<file path="src/rtl/mem_pkg.sv">
`default_nettype none
// ============================================================================
//  Module      : mem_pkg
//  Description : Shared definitions for the block-RAM port arbiter and its
//                lane-alignment helper: access-size codes, response-owner
//                encoding and the misalignment rule.
//  Revision    : 1.0 - initial release
// ============================================================================
package mem_pkg;

    // Access size codes carried on d_size; 2'b11 is reserved and is always
    // treated as a misaligned access.
    localparam logic [1:0] SZ_B = 2'b00;
    localparam logic [1:0] SZ_H = 2'b01;
    localparam logic [1:0] SZ_W = 2'b10;

    // Which requester owns the response slot one cycle after a grant.
    typedef enum logic [1:0] {
        OWN_NONE = 2'd0,
        OWN_IF   = 2'd1,
        OWN_D    = 2'd2
    } owner_e;

    // Halfwords need an even address, words need a 4-byte-aligned address,
    // and the reserved size code can never be serviced.
    function automatic logic is_misaligned(input logic [1:0] size,
                                           input logic [1:0] off);
        logic mis;
        case (size)
            SZ_B:    mis = 1'b0;
            SZ_H:    mis = off[0];
            SZ_W:    mis = (off != 2'b00);
            default: mis = 1'b1;
        endcase
        return mis;
    endfunction

endpackage
`default_nettype wire

</file>
<file path="src/rtl/mem_port_arbiter_if.sv">
`default_nettype none
// ============================================================================
//  Module      : mem_port_arbiter_if
//  Description : Bundles the instruction-fetch port, the load/store port and
//                the block-RAM port of the memory arbiter.
//                slave  : arbiter view (requests in, grants/responses/RAM out)
//                master : environment view (core requesters plus the RAM)
//  Revision    : 1.0 - initial release
// ============================================================================
interface mem_port_arbiter_if #(
    parameter int ADDRESS_WIDTH = 32,
    parameter int DATA_WIDTH    = 32
) ();

    // Instruction fetch port
    logic                      if_req;
    logic [ADDRESS_WIDTH-1:0]  if_addr;
    logic                      if_gnt;
    logic                      if_rvalid;
    logic [DATA_WIDTH-1:0]     if_rdata;

    // Load/store port
    logic                      d_req;
    logic                      d_we;
    logic [1:0]                d_size;
    logic                      d_unsigned;
    logic [ADDRESS_WIDTH-1:0]  d_addr;
    logic [DATA_WIDTH-1:0]     d_wdata;
    logic                      d_gnt;
    logic                      d_rvalid;
    logic [DATA_WIDTH-1:0]     d_rdata;
    logic                      d_err;

    // Block-RAM port
    logic [ADDRESS_WIDTH-1:0]  ram_addr;
    logic [DATA_WIDTH/8-1:0]   ram_be;
    logic [DATA_WIDTH-1:0]     ram_data_in;
    logic                      ram_we;
    logic [DATA_WIDTH-1:0]     ram_data_out;

    modport slave (
        input  if_req, if_addr,
        output if_gnt, if_rvalid, if_rdata,
        input  d_req, d_we, d_size, d_unsigned, d_addr, d_wdata,
        output d_gnt, d_rvalid, d_rdata, d_err,
        output ram_addr, ram_be, ram_data_in, ram_we,
        input  ram_data_out
    );

    modport master (
        output if_req, if_addr,
        input  if_gnt, if_rvalid, if_rdata,
        output d_req, d_we, d_size, d_unsigned, d_addr, d_wdata,
        input  d_gnt, d_rvalid, d_rdata, d_err,
        input  ram_addr, ram_be, ram_data_in, ram_we,
        output ram_data_out
    );

endinterface
`default_nettype wire

</file>
<file path="src/rtl/mem_port_arbiter_lsu_align.sv">
`default_nettype none
// ============================================================================
//  Module      : lsu_align
//  Description : Purely combinational lane logic for a 32-bit, 4-lane RAM.
//                Store side: replicates sub-word data to every lane and
//                produces byte enables. Load side: extracts the addressed
//                byte/half from a RAM word and sign- or zero-extends it.
//  Ports       : st_size_i/st_off_i/st_wdata_i -> st_be_o, st_data_o
//                ld_size_i/ld_off_i/ld_unsigned_i/ld_raw_i -> ld_data_o
//  Revision    : 1.0 - initial release
// ============================================================================
module lsu_align
    import mem_pkg::*;
(
    input  logic [1:0]  st_size_i,
    input  logic [1:0]  st_off_i,
    input  logic [31:0] st_wdata_i,
    output logic [3:0]  st_be_o,
    output logic [31:0] st_data_o,

    input  logic [1:0]  ld_size_i,
    input  logic [1:0]  ld_off_i,
    input  logic        ld_unsigned_i,
    input  logic [31:0] ld_raw_i,
    output logic [31:0] ld_data_o
);

    logic [7:0]  w_ld_byte;
    logic [15:0] w_ld_half;

    // Replicating the data means the RAM sees the right value on whichever
    // lane the enables select, so no shifter is needed on the write path.
    always_comb begin
        st_be_o   = 4'b0000;
        st_data_o = st_wdata_i;
        case (st_size_i)
            SZ_B: begin
                st_data_o = {4{st_wdata_i[7:0]}};
                st_be_o   = 4'b0001 << st_off_i;
            end
            SZ_H: begin
                st_data_o = {2{st_wdata_i[15:0]}};
                st_be_o   = st_off_i[1] ? 4'b1100 : 4'b0011;
            end
            SZ_W: begin
                st_be_o   = 4'b1111;
            end
            default: begin
                st_be_o   = 4'b0000;
            end
        endcase
    end

    always_comb begin
        case (ld_off_i)
            2'd0:    w_ld_byte = ld_raw_i[7:0];
            2'd1:    w_ld_byte = ld_raw_i[15:8];
            2'd2:    w_ld_byte = ld_raw_i[23:16];
            default: w_ld_byte = ld_raw_i[31:24];
        endcase
        w_ld_half = ld_off_i[1] ? ld_raw_i[31:16] : ld_raw_i[15:0];
    end

    always_comb begin
        case (ld_size_i)
            SZ_B: ld_data_o = ld_unsigned_i ? {24'd0, w_ld_byte}
                                            : {{24{w_ld_byte[7]}}, w_ld_byte};
            SZ_H: ld_data_o = ld_unsigned_i ? {16'd0, w_ld_half}
                                            : {{16{w_ld_half[15]}}, w_ld_half};
            default: ld_data_o = ld_raw_i;
        endcase
    end

endmodule
`default_nettype wire

</file>
<file path="src/rtl/mem_port_arbiter.sv">
`default_nettype none
// ============================================================================
//  Module      : mem_port_arbiter
//  Description : Shares one single-port block RAM between instruction fetch
//                and the load/store unit. Data requests have priority, but
//                after STARVE_LIMIT consecutive data grants with fetch
//                waiting, fetch is served. One RAM access per cycle; the
//                response (rvalid + aligned data) follows one cycle after
//                the grant.
//  Ports       : clk, rst_n (async, active low)
//                bus.slave : fetch port (if_*), load/store port (d_*),
//                            RAM port (ram_*)
//  Revision    : 1.0 - initial release
// ============================================================================
module mem_port_arbiter
    import mem_pkg::*;
#(
    parameter int ADDRESS_WIDTH = 32,
    parameter int DATA_WIDTH    = 32,   // only 32 (4 byte lanes) is supported
    parameter int STARVE_LIMIT  = 4     // must fit the 3-bit starve counter
) (
    input  logic              clk,
    input  logic              rst_n,
    mem_port_arbiter_if.slave bus
);

    localparam logic [2:0] STARVE_MAX = 3'(STARVE_LIMIT);

    // Starve counter and response-stage registers
    logic [2:0]  starve_q, starve_d;
    owner_e      owner_q,  owner_d;
    logic [1:0]  off_q,    off_d;
    logic [1:0]  size_q,   size_d;
    logic        uns_q,    uns_d;
    logic        err_q,    err_d;

    logic                   w_d_misal;
    logic                   w_if_wins;
    logic                   w_if_gnt;
    logic                   w_d_gnt;
    logic [3:0]             w_st_be;
    logic [DATA_WIDTH-1:0]  w_st_data;
    logic [DATA_WIDTH-1:0]  w_ld_data;

    assign w_d_misal = is_misaligned(bus.d_size, bus.d_addr[1:0]);

    // Fetch wins when it is the only requester, or when data has held the
    // port for STARVE_LIMIT grants in a row while fetch was waiting.
    assign w_if_wins = bus.if_req && (!bus.d_req || (starve_q >= STARVE_MAX));

    // Grants are gated by rst_n so nothing reaches the RAM during reset.
    assign w_if_gnt  = rst_n && w_if_wins;
    assign w_d_gnt   = rst_n && bus.d_req && !w_if_wins;

    assign bus.if_gnt = w_if_gnt;
    assign bus.d_gnt  = w_d_gnt;

    lsu_align u_align (
        .st_size_i     (bus.d_size),
        .st_off_i      (bus.d_addr[1:0]),
        .st_wdata_i    (bus.d_wdata),
        .st_be_o       (w_st_be),
        .st_data_o     (w_st_data),
        .ld_size_i     (size_q),
        .ld_off_i      (off_q),
        .ld_unsigned_i (uns_q),
        .ld_raw_i      (bus.ram_data_out),
        .ld_data_o     (w_ld_data)
    );

    // RAM drive: the granted request goes straight to the RAM this cycle.
    // A misaligned data request is granted but produces no RAM access.
    always_comb begin
        bus.ram_addr    = '0;
        bus.ram_be      = '0;
        bus.ram_data_in = '0;
        bus.ram_we      = 1'b0;
        if (w_if_gnt) begin
            bus.ram_addr = {bus.if_addr[ADDRESS_WIDTH-1:2], 2'b00};
            bus.ram_be   = 4'b1111;
        end else if (w_d_gnt && !w_d_misal) begin
            bus.ram_addr = {bus.d_addr[ADDRESS_WIDTH-1:2], 2'b00};
            bus.ram_be   = w_st_be;
            bus.ram_we   = bus.d_we;
            if (bus.d_we) begin
                bus.ram_data_in = w_st_data;
            end
        end
    end

    // Starve counter: counts data grants only while fetch is waiting.
    always_comb begin
        starve_d = starve_q;
        if (!bus.if_req || w_if_gnt) begin
            starve_d = 3'd0;
        end else if (w_d_gnt && (starve_q != 3'd7)) begin
            starve_d = starve_q + 3'd1;
        end
    end

    // Response stage: aligned stores complete at grant and need no slot;
    // loads and every misaligned access return a response next cycle.
    always_comb begin
        owner_d = OWN_NONE;
        off_d   = bus.d_addr[1:0];
        size_d  = bus.d_size;
        uns_d   = bus.d_unsigned;
        err_d   = 1'b0;
        if (w_if_gnt) begin
            owner_d = OWN_IF;
        end else if (w_d_gnt && (w_d_misal || !bus.d_we)) begin
            owner_d = OWN_D;
            err_d   = w_d_misal;
        end
    end

    always_ff @(posedge clk or negedge rst_n) begin
        if (!rst_n) begin
            starve_q <= 3'd0;
            owner_q  <= OWN_NONE;
            off_q    <= 2'b00;
            size_q   <= SZ_B;
            uns_q    <= 1'b0;
            err_q    <= 1'b0;
        end else begin
            starve_q <= starve_d;
            owner_q  <= owner_d;
            off_q    <= off_d;
            size_q   <= size_d;
            uns_q    <= uns_d;
            err_q    <= err_d;
        end
    end

    // Read data is passed through from the RAM's registered output and is
    // forced to zero whenever the port has no valid response.
    assign bus.if_rvalid = (owner_q == OWN_IF);
    assign bus.if_rdata  = bus.if_rvalid ? bus.ram_data_out : '0;

    assign bus.d_rvalid  = (owner_q == OWN_D);
    assign bus.d_err     = bus.d_rvalid && err_q;
    assign bus.d_rdata   = (bus.d_rvalid && !err_q) ? w_ld_data : '0;

endmodule
`default_nettype wire

</file>
<file path="src/flat_wrapper.sv">
// flat-port wrapper written by rule: the top's interface ports become plain ports
module mem_port_arbiter_flat import mem_pkg::*;
#(
    parameter int ADDRESS_WIDTH = 32,
    parameter int DATA_WIDTH    = 32,                                         
    parameter int STARVE_LIMIT  = 4                                         
)
  (clk, rst_n, bus_if_req, bus_if_addr, bus_if_gnt, bus_if_rvalid, bus_if_rdata, bus_d_req, bus_d_we, bus_d_size, bus_d_unsigned, bus_d_addr, bus_d_wdata, bus_d_gnt, bus_d_rvalid, bus_d_rdata, bus_d_err, bus_ram_addr, bus_ram_be, bus_ram_data_in, bus_ram_we, bus_ram_data_out);
  mem_port_arbiter_if #(.ADDRESS_WIDTH(ADDRESS_WIDTH), .DATA_WIDTH(DATA_WIDTH)) bus_i ();
  input  logic clk;
  input  logic rst_n;
  input wire logic [$bits(bus_i.if_req)-1:0] bus_if_req;
  input wire logic [$bits(bus_i.if_addr)-1:0] bus_if_addr;
  output wire logic [$bits(bus_i.if_gnt)-1:0] bus_if_gnt;
  output wire logic [$bits(bus_i.if_rvalid)-1:0] bus_if_rvalid;
  output wire logic [$bits(bus_i.if_rdata)-1:0] bus_if_rdata;
  input wire logic [$bits(bus_i.d_req)-1:0] bus_d_req;
  input wire logic [$bits(bus_i.d_we)-1:0] bus_d_we;
  input wire logic [$bits(bus_i.d_size)-1:0] bus_d_size;
  input wire logic [$bits(bus_i.d_unsigned)-1:0] bus_d_unsigned;
  input wire logic [$bits(bus_i.d_addr)-1:0] bus_d_addr;
  input wire logic [$bits(bus_i.d_wdata)-1:0] bus_d_wdata;
  output wire logic [$bits(bus_i.d_gnt)-1:0] bus_d_gnt;
  output wire logic [$bits(bus_i.d_rvalid)-1:0] bus_d_rvalid;
  output wire logic [$bits(bus_i.d_rdata)-1:0] bus_d_rdata;
  output wire logic [$bits(bus_i.d_err)-1:0] bus_d_err;
  output wire logic [$bits(bus_i.ram_addr)-1:0] bus_ram_addr;
  output wire logic [$bits(bus_i.ram_be)-1:0] bus_ram_be;
  output wire logic [$bits(bus_i.ram_data_in)-1:0] bus_ram_data_in;
  output wire logic [$bits(bus_i.ram_we)-1:0] bus_ram_we;
  input wire logic [$bits(bus_i.ram_data_out)-1:0] bus_ram_data_out;
  assign bus_i.if_req = bus_if_req;
  assign bus_i.if_addr = bus_if_addr;
  assign bus_if_gnt = bus_i.if_gnt;
  assign bus_if_rvalid = bus_i.if_rvalid;
  assign bus_if_rdata = bus_i.if_rdata;
  assign bus_i.d_req = bus_d_req;
  assign bus_i.d_we = bus_d_we;
  assign bus_i.d_size = bus_d_size;
  assign bus_i.d_unsigned = bus_d_unsigned;
  assign bus_i.d_addr = bus_d_addr;
  assign bus_i.d_wdata = bus_d_wdata;
  assign bus_d_gnt = bus_i.d_gnt;
  assign bus_d_rvalid = bus_i.d_rvalid;
  assign bus_d_rdata = bus_i.d_rdata;
  assign bus_d_err = bus_i.d_err;
  assign bus_ram_addr = bus_i.ram_addr;
  assign bus_ram_be = bus_i.ram_be;
  assign bus_ram_data_in = bus_i.ram_data_in;
  assign bus_ram_we = bus_i.ram_we;
  assign bus_i.ram_data_out = bus_ram_data_out;
  mem_port_arbiter #(.ADDRESS_WIDTH(ADDRESS_WIDTH), .DATA_WIDTH(DATA_WIDTH), .STARVE_LIMIT(STARVE_LIMIT)) u_core (.clk(clk), .rst_n(rst_n), .bus(bus_i));
endmodule
</file>
<file path="config.mk">
export PLATFORM = sky130hd
export DESIGN_NAME = mem_port_arbiter_flat
export DESIGN_NICKNAME = d
export VERILOG_FILES = /design/src/rtl/mem_pkg.sv /design/src/rtl/mem_port_arbiter_if.sv /design/src/rtl/mem_port_arbiter_lsu_align.sv /design/src/rtl/mem_port_arbiter.sv /design/src/flat_wrapper.sv
export SDC_FILE = /design/constraint.sdc
export NUM_CORES = 1
export LEC_CHECK = 0
export CELL_PAD_IN_SITES_DETAIL_PLACEMENT = 1
export CELL_PAD_IN_SITES_GLOBAL_PLACEMENT = 1
export CORE_UTILIZATION = 17
export CTS_CLUSTER_DIAMETER = 40
export DETAILED_ROUTE_END_ITERATION = 16
export PLACE_DENSITY = 0.84
export SLEW_MARGIN = 20
export SYNTH_ARGS = -nofsm -noshare
export SYNTH_HDL_FRONTEND = slang
export SYNTH_SLANG_ARGS = --single-unit
</file>
<file path="constraint.sdc">
create_clock -name clk -period 2.1 [get_ports clk]
set_input_delay 0.21 -clock clk [delete_from_list [all_inputs] [get_ports clk]]
set_output_delay 0.21 -clock clk [all_outputs]
set_load 0.02 [all_outputs]
</file>
==> flow_metrics.py, run 1 <==
metrics = {
    "grt": {
        "grt_antenna_before_repair": 0,
        "grt.total_usage_pct": 19.18,
        "grt_pass1_wl_microns": 21880,
        "first_global_vias": 4147,
        "grt_overflow_total": 0,
        "grt_max_degree": 34,
    },
    "cts": {
        "cts_tree": "done",
        "cts_buffers": 3,
        "path_clk_slew_ns": 0.04,
        "root_buffer": "clkbuf_16",
        "clock-sinks": 11,
        "clockBufferDepth": 2,
        "clock_latency_ns": 0.23,
        "h-tree-depth": 1,
        "holdBufCountCts": 0,
    },
    "critical_path": {
        "r2r_slack_ns": 0.57,
        "worstPathCellList": "mux2_4 > and3_4 > o31ai_4 > buf_6 > buf_4 > nand2_4 > buf_6",
        "cp.arrival_ns": 1.91,
        "crit_fanout": 7,
        "worstReg2RegStart": "u_core.starve_q[0]",
        "path_delay_family": "flip-flops",
        "crit_slowest_cell": "dfrtp_2",
        "cp-start-kind": "flop",
        "crit_buf_inv": 3,
        "cp_common_cell": "buf_6",
        "r2r_end": "u_core.starve_q[0]",
        "worstRegToRegCells": 5,
        "cp.required_ns": 1.89,
        "cpPeakStageDelay_ns": 0.44,
        "crit_type": "reg -> out",
        "endpoint_kind": "output pin",
    },
    "route": {
        "totalWireLength_microns": 14830,
        "drtAntennaViolNets": 0,
        "drc": 0,
        "initialDrtViolationCount": 176,
        "wl_per_cell_microns": 17.59,
        "drtPass1Iterations": 4,
        "routed_via_density": 4.709,
        "vias": 3970,
    },
    "synth": {
        "synth-xor-area-share_pct": 0.7315,
        "synthSimpleGateAreaFrac_pct": 35.48,
        "synth-async-reset-ratio_pct": 100.0,
        "synth_top_area_share_pct": 11.49,
        "yosysTopAreaCell": "dfrtp_1",
        "synth_ff_type": "dfrtp_1",
        "synth_edf_count": 0,
        "yosys-top-cells-area": "dfrtp_1 (11%), a22o_1 (11%), and2_1 (9.4%)",
        "synth-warning-count": 0,
        "synth_top_family_by_area": "simple AND/OR/NAND/NOR gates",
        "ys_types": 49,
        "yosysSeqAreaShare_pct": 11.49,
        "synth_cells": 356,
        "netlist_area_sq_um": 2395,
        "ys_ff_latch": 11,
        "synth_compound_area_share_pct": 29.41,
        "synth.area.mux_share_pct": 11.44,
        "avgSynthCellArea_sq_um": 6.727,
        "synth_fa_ha_area_share_pct": 1.045,
    },
    "timing": {
        "clock.fmax_mhz": 472.8,
        "hold_viol_final": 0,
        "fin_crit_sh_pct": 100.7,
        "fin_crit_ns": 2.115,
        "finalSetupViolations": 8,
        "setup_ws_ns": -0.01514,
        "final.setup.tns_ns": -0.07270,
        "rsz0062_at_grt": "true",
        "skew_ns": 0.0005696,
        "slew_violations": 0,
    },
    "die": {
        "die_height_microns": 120.7,
        "die_area_sq_um": 14570,
        "io_pins": 274,
        "initial_utilization_pct": 17.32,
        "core_sq_um": 13830,
        "die_x_microns": 120.7,
        "rows": 43,
    },
    "finish": {
        "syn2layout_area_growth_pct": 135.4,
        "fin_util_pct": 40.77,
        "final_cell_mix": "clkdlybuf4s50_1 (133), buf_4 (68), buf_2 (41)",
        "num-nets-final": 802,
        "fin_area_sq_um": 5638,
        "drive_above_1_share_pct": 30.77,
        "antenna_cells": 0,
        "instances_no_fill": 843,
        "mostFrequentLayoutCell": "clkdlybuf4s50_1",
        "n_fill_cell": 1661,
    },
    "worst_hold_path": {
        "min_path_cells": 2,
        "hp-class": "in -> reg",
        "hold_start": "bus_d_addr[0]",
        "hold_end": "u_core.off_q[0]",
    },
    "status": {
        "status": "finished, violations left",
        "failed_checks": "setup timing",
    },
    "power": {
        "irDropWorstVdd_uv": 183.8,
        "p_leak_nw": 3.040,
        "p_per_area_nw_per_um2": 278.5,
    },
    "placement": {
        "gp_congestion": 0.9036,
        "post_dp_cell_area_sq_um": 5625,
        "port_buffers": 269,
        "dpl.hpwl_microns": 11950,
        "dp.cells": 826,
    },
    "job": {
        "drv_cap": 0,
    },
}
[cell usage after synthesis (9+ instances only)]
cell / count
and2_1: 36
a22o_1: 30
mux2i_1: 18
nor3_1: 9
buf_2: 10
o21ai_0: 19
dfrtp_1: 11
a21oi_1: 22
inv_1: 14
nand2_1: 47
clkbuf_1: 17
and3_1: 9
nor2_1: 39
[what timing repair did]
item                                    4_1_cts  5_1_grt
endpoints found under the setup margin      116       99
pin swaps                                     3        5
buffers inserted                              9        4
gates resized for setup                     356       91
gates cloned                                  2        1
[how the worst max path moves through the flow]
stage                               start          endpoint  slack, ns  depth (start not counted)
after CTS                 u_core.off_q[0]   bus_d_rdata[28]      -0.11                          8
after floorplan           u_core.off_q[1]   bus_d_rdata[10]       0.28                          5
final                     u_core.off_q[0]   bus_d_rdata[20]      -0.02                          7
after global routing      u_core.off_q[0]   bus_d_rdata[18]      -0.08                          6
after detailed placement            rst_n  bus_ram_addr[30]      -0.42                          8
after global placement      bus_d_addr[0]  bus_ram_addr[30]      -0.42                          8
[metrics by stage]
step	setup WS [ns]	power [mW]	hold WS, ns
2_1_floorplan	0.2801	0.6307	-0.08559
3_3_place_gp	-0.4225	1.223	0.5301
3_5_place_dp	-0.4195	1.248	0.5544
4_1_cts	-0.1080	1.566	0.3351
5_1_grt	-0.07613	1.651	0.3295
6_report	-0.01514	1.570	0.3124
[area by class of cell]
cell class / count / area (sq um) / share of cell area, %
Timing Repair Buffer: 338 / 3032 / 53.77
Multi-Input combinational cell: 295 / 1967 / 34.89
Sequential cell: 11 / 277.8 / 4.927
Tap cell: 180 / 225.2 / 3.995
Clock buffer: 3 / 75.07 / 1.332
Inverter: 15 / 56.30 / 0.9987
Clock inverter: 1 / 5.005 / 0.08877
[registers in the layout, indices dropped and copies added, names as in the netlist]
| name | flops |
|---|---|
| u_core.starve_q | 3 |
| u_core.off_q | 2 |
| u_core.owner_q | 2 |
| u_core.size_q | 2 |
| u_core.err_q | 1 |
| u_core.uns_q | 1 |
[logic make-up after synthesis]
family / after synthesis
compound gates: 99
xor+xnor: 2
fa+ha+maj: 2
buf+inv: 51
flops: 11
mux: 26
other cells: 1
simple gates: 164
[where the power goes]
group	internal, mW	switching (mW)	leakage, nW	total [mW]
Combinational	0.532	0.464	2.86	0.996
Clock	0.252	0.0891	0.0409	0.341
Sequential	0.223	0.0107	0.138	0.234
Total	1.01	0.564	3.04	1.57
[layer usage]
metal | wire length (microns) | global-route usage (%)
met1 | 5239 | 19.07
met2 | 8175 | 38.97
met3 | 1093 | 3.538
met4 | 317 | 6.559
met5 | 0 | 0
No activity file was read; power rests on OpenSTA's default activity.
==> inputs of run 2 (changes only) <==
--- a/config.mk
+++ b/config.mk
@@ -11,6 +11,7 @@
 export CTS_CLUSTER_DIAMETER = 40
 export DETAILED_ROUTE_END_ITERATION = 16
 export PLACE_DENSITY = 0.84
+export SKIP_LAST_GASP = 1
 export SLEW_MARGIN = 20
 export SYNTH_ARGS = -nofsm -noshare
 export SYNTH_HDL_FRONTEND = slang
==> run 2 against run 1 <==
  * The flow still finishes with violations (setup timing)
  * Register-to-register slack hardly changed
  * Clock power is essentially flat
  * Worst hold slack worse by 0.012 ns
  * Routed wire length fell by 2.1%
  * Sequential share of layout area about the same
  * Global-route usage decreased by 0.13 points
  * Design area rose by 0.18%
  * First-iteration DRC count up 2.3%
  * Worst setup slack worse by 0.039 ns
  * Total power fell by 0.39%
  * Maximum frequency decreased by 1.8%
  * Sequential power about the same
  * Largest cell class unchanged
==> flow_metrics.py, run 2 (synthesis gave the netlist of run 1 again) <==
metrics = {
    "status": {
        "status": "finished, violations left",
        "failed_checks": "setup timing",
    },
    "timing": {
        "hold_viol_final": 0,
        "clock.fmax_mhz": 464.2,
        "slew_violations": 0,
        "setup_ws_ns": -0.05412,
        "skew_ns": 0.0005942,
        "rsz0062_at_grt": "true",
        "finalSetupViolations": 8,
        "fin_crit_sh_pct": 102.6,
        "hold_ws_ns": 0.3006,
        "fin_crit_ns": 2.154,
    },
    "cts": {
        "clock_latency_ns": 0.23,
        "path_clk_slew_ns": 0.04,
        "clockBufferDepth": 2,
        "root_buffer": "clkbuf_16",
        "clock-sinks": 11,
        "cts_buffers": 3,
        "cts_tree": "done",
        "h-tree-depth": 1,
        "holdBufCountCts": 0,
    },
    "critical_path": {
        "endpoint_kind": "output pin",
        "cpPeakStageDelay_ns": 0.44,
        "crit_slowest_cell": "dfrtp_2",
        "crit_fanout": 7,
        "cp-start-kind": "flop",
        "cp_common_cell": "buf_6",
        "path_delay_family": "buffers and inverters",
        "worstPathCellList": "mux2_4 > and3_4 > o31ai_4 > buf_6 > buf_6 > nand2_2 > buf_6",
        "cp.arrival_ns": 1.94,
        "cp.required_ns": 1.89,
        "crit_type": "reg -> out",
        "crit_buf_inv": 3,
    },
    "power": {
        "irDropWorstVdd_uv": 184.3,
        "p_per_area_nw_per_um2": 276.9,
        "finalPower_mw": 1.564,
        "p_leak_nw": 3.047,
    },
    "route": {
        "wl_per_cell_microns": 17.26,
        "drc": 0,
        "initialDrtViolationCount": 180,
        "drtPass1Iterations": 4,
        "vias": 3913,
        "totalWireLength_microns": 14520,
        "drtAntennaViolNets": 0,
        "routed_via_density": 4.653,
    },
    "finish": {
        "top_register": "u_core.starve_q",
        "antenna_cells": 0,
        "final_cell_mix": "clkdlybuf4s50_1 (133), buf_4 (61), nor2_1 (39)",
        "largest_reg_flops": 3,
        "drive_above_1_share_pct": 30.41,
        "mostFrequentLayoutCell": "clkdlybuf4s50_1",
        "multi_input_area_sq_um": 1983,
        "register_area_sq_um": 277.8,
        "syn2layout_area_growth_pct": 135.8,
        "n_fill_cell": 1651,
        "num-nets-final": 800,
    },
    "worst_hold_path": {
        "hp-class": "in -> reg",
    },
    "placement": {
        "port_buffers": 269,
        "place_ws_ns": -0.4195,
        "dpl.hpwl_microns": 11950,
        "gp_congestion": 0.9036,
    },
    "die": {
        "die_area_sq_um": 14570,
        "rows": 43,
        "initial_utilization_pct": 17.32,
        "die_x_microns": 120.7,
        "core_sq_um": 13830,
        "io_pins": 274,
        "die_height_microns": 120.7,
    },
    "job": {
        "drv_cap": 0,
    },
    "grt": {
        "first_global_vias": 4151,
        "grt_overflow_total": 0,
        "grt_max_degree": 34,
        "grt.total_usage_pct": 19.05,
        "grt_antenna_before_repair": 0,
        "grt_pass1_wl_microns": 21800,
    },
}
[run 2: cell count changes in the layout (fill, tap and decap cells not counted), sizes merged]
| cell | change |
|---|---|
| clkbuf | +3 |
| dlygate4sd2 | -1 |
| buf | -5 |
| dlymetal6s2s | +1 |
[run 2: layout make-up]
class,count,share of cell area [%]
Inverter,15,0.9969
Tap cell,180,3.988
Sequential cell,11,4.918
Multi-Input combinational cell,295,35.11
Timing Repair Buffer,336,53.57
Clock buffer,3,1.329
Clock inverter,1,0.08861
[run 2: path summary, 6_finish.rpt]
check | start | endpoint | slack, ns | depth (start not counted)
worst max-delay path | u_core.off_q[0] | bus_d_rdata[28] | -0.05 | 7
worst max register to register | u_core.starve_q[0] | u_core.starve_q[0] | 0.57 | 5
max in group asynchronous | rst_n | u_core.off_q[1] | 1.51 | 3
worst min-delay path | bus_d_addr[0] | u_core.off_q[0] | 0.30 | 2
min in group asynchronous | rst_n | u_core.starve_q[2] | 0.40 | 3
worst min register to register | u_core.starve_q[1] | u_core.starve_q[1] | 0.56 | 2
[run 2: per-stage QoR]
stage / TNS (ns) / instance area (sq um) / utilization [%] / std cells
final: -0.2812 / 5648 / 40.85 / 841
after global routing: -1.122 / 5648 / 40.85 / 841
after CTS: -0.8997 / 5663 / 40.96 / 841
after detailed placement: -29.01 / 5625 / 40.68 / 826
after global placement: -27.81 / 5625 / 40.68 / 826
after floorplan: 0 / 2399 / - / 357
[run 2: what timing repair did]
action / CTS / global route
pin swaps: 3 / 4
cloned: 2 / 0
setup buffers: 9 / 3
hold endpoints to repair: 0 / 0
endpoints found under the setup margin: 116 / 102
gates resized for setup: 340 / 112
[run 2: power by group]
group          switching, mW  internal [mW]  total [mW]
clock network         0.0892          0.252       0.341
registers            0.00978          0.223       0.233
logic                  0.461          0.529       0.991
total                  0.560           1.00        1.56
[run 2: worst register-to-register path, stage by stage (launching register included)]
cell     delay (ns)
dfrtp_1        0.40
ha_1           0.21
ha_1           0.21
nor3_1         0.33
xnor2_1        0.19
nor2_1         0.07
[run 2: per-layer routing]
layer  wire (microns)  GRT usage, %  part of all wire, %  up-vias
li1                 -             -                    -     1860
met1             5210         18.81                   36     1839
met2             7961         38.90                   55      198
met3             1072         3.821                  7.4       16
met4              274         5.941                  1.9        0
met5                0             0                    0        -
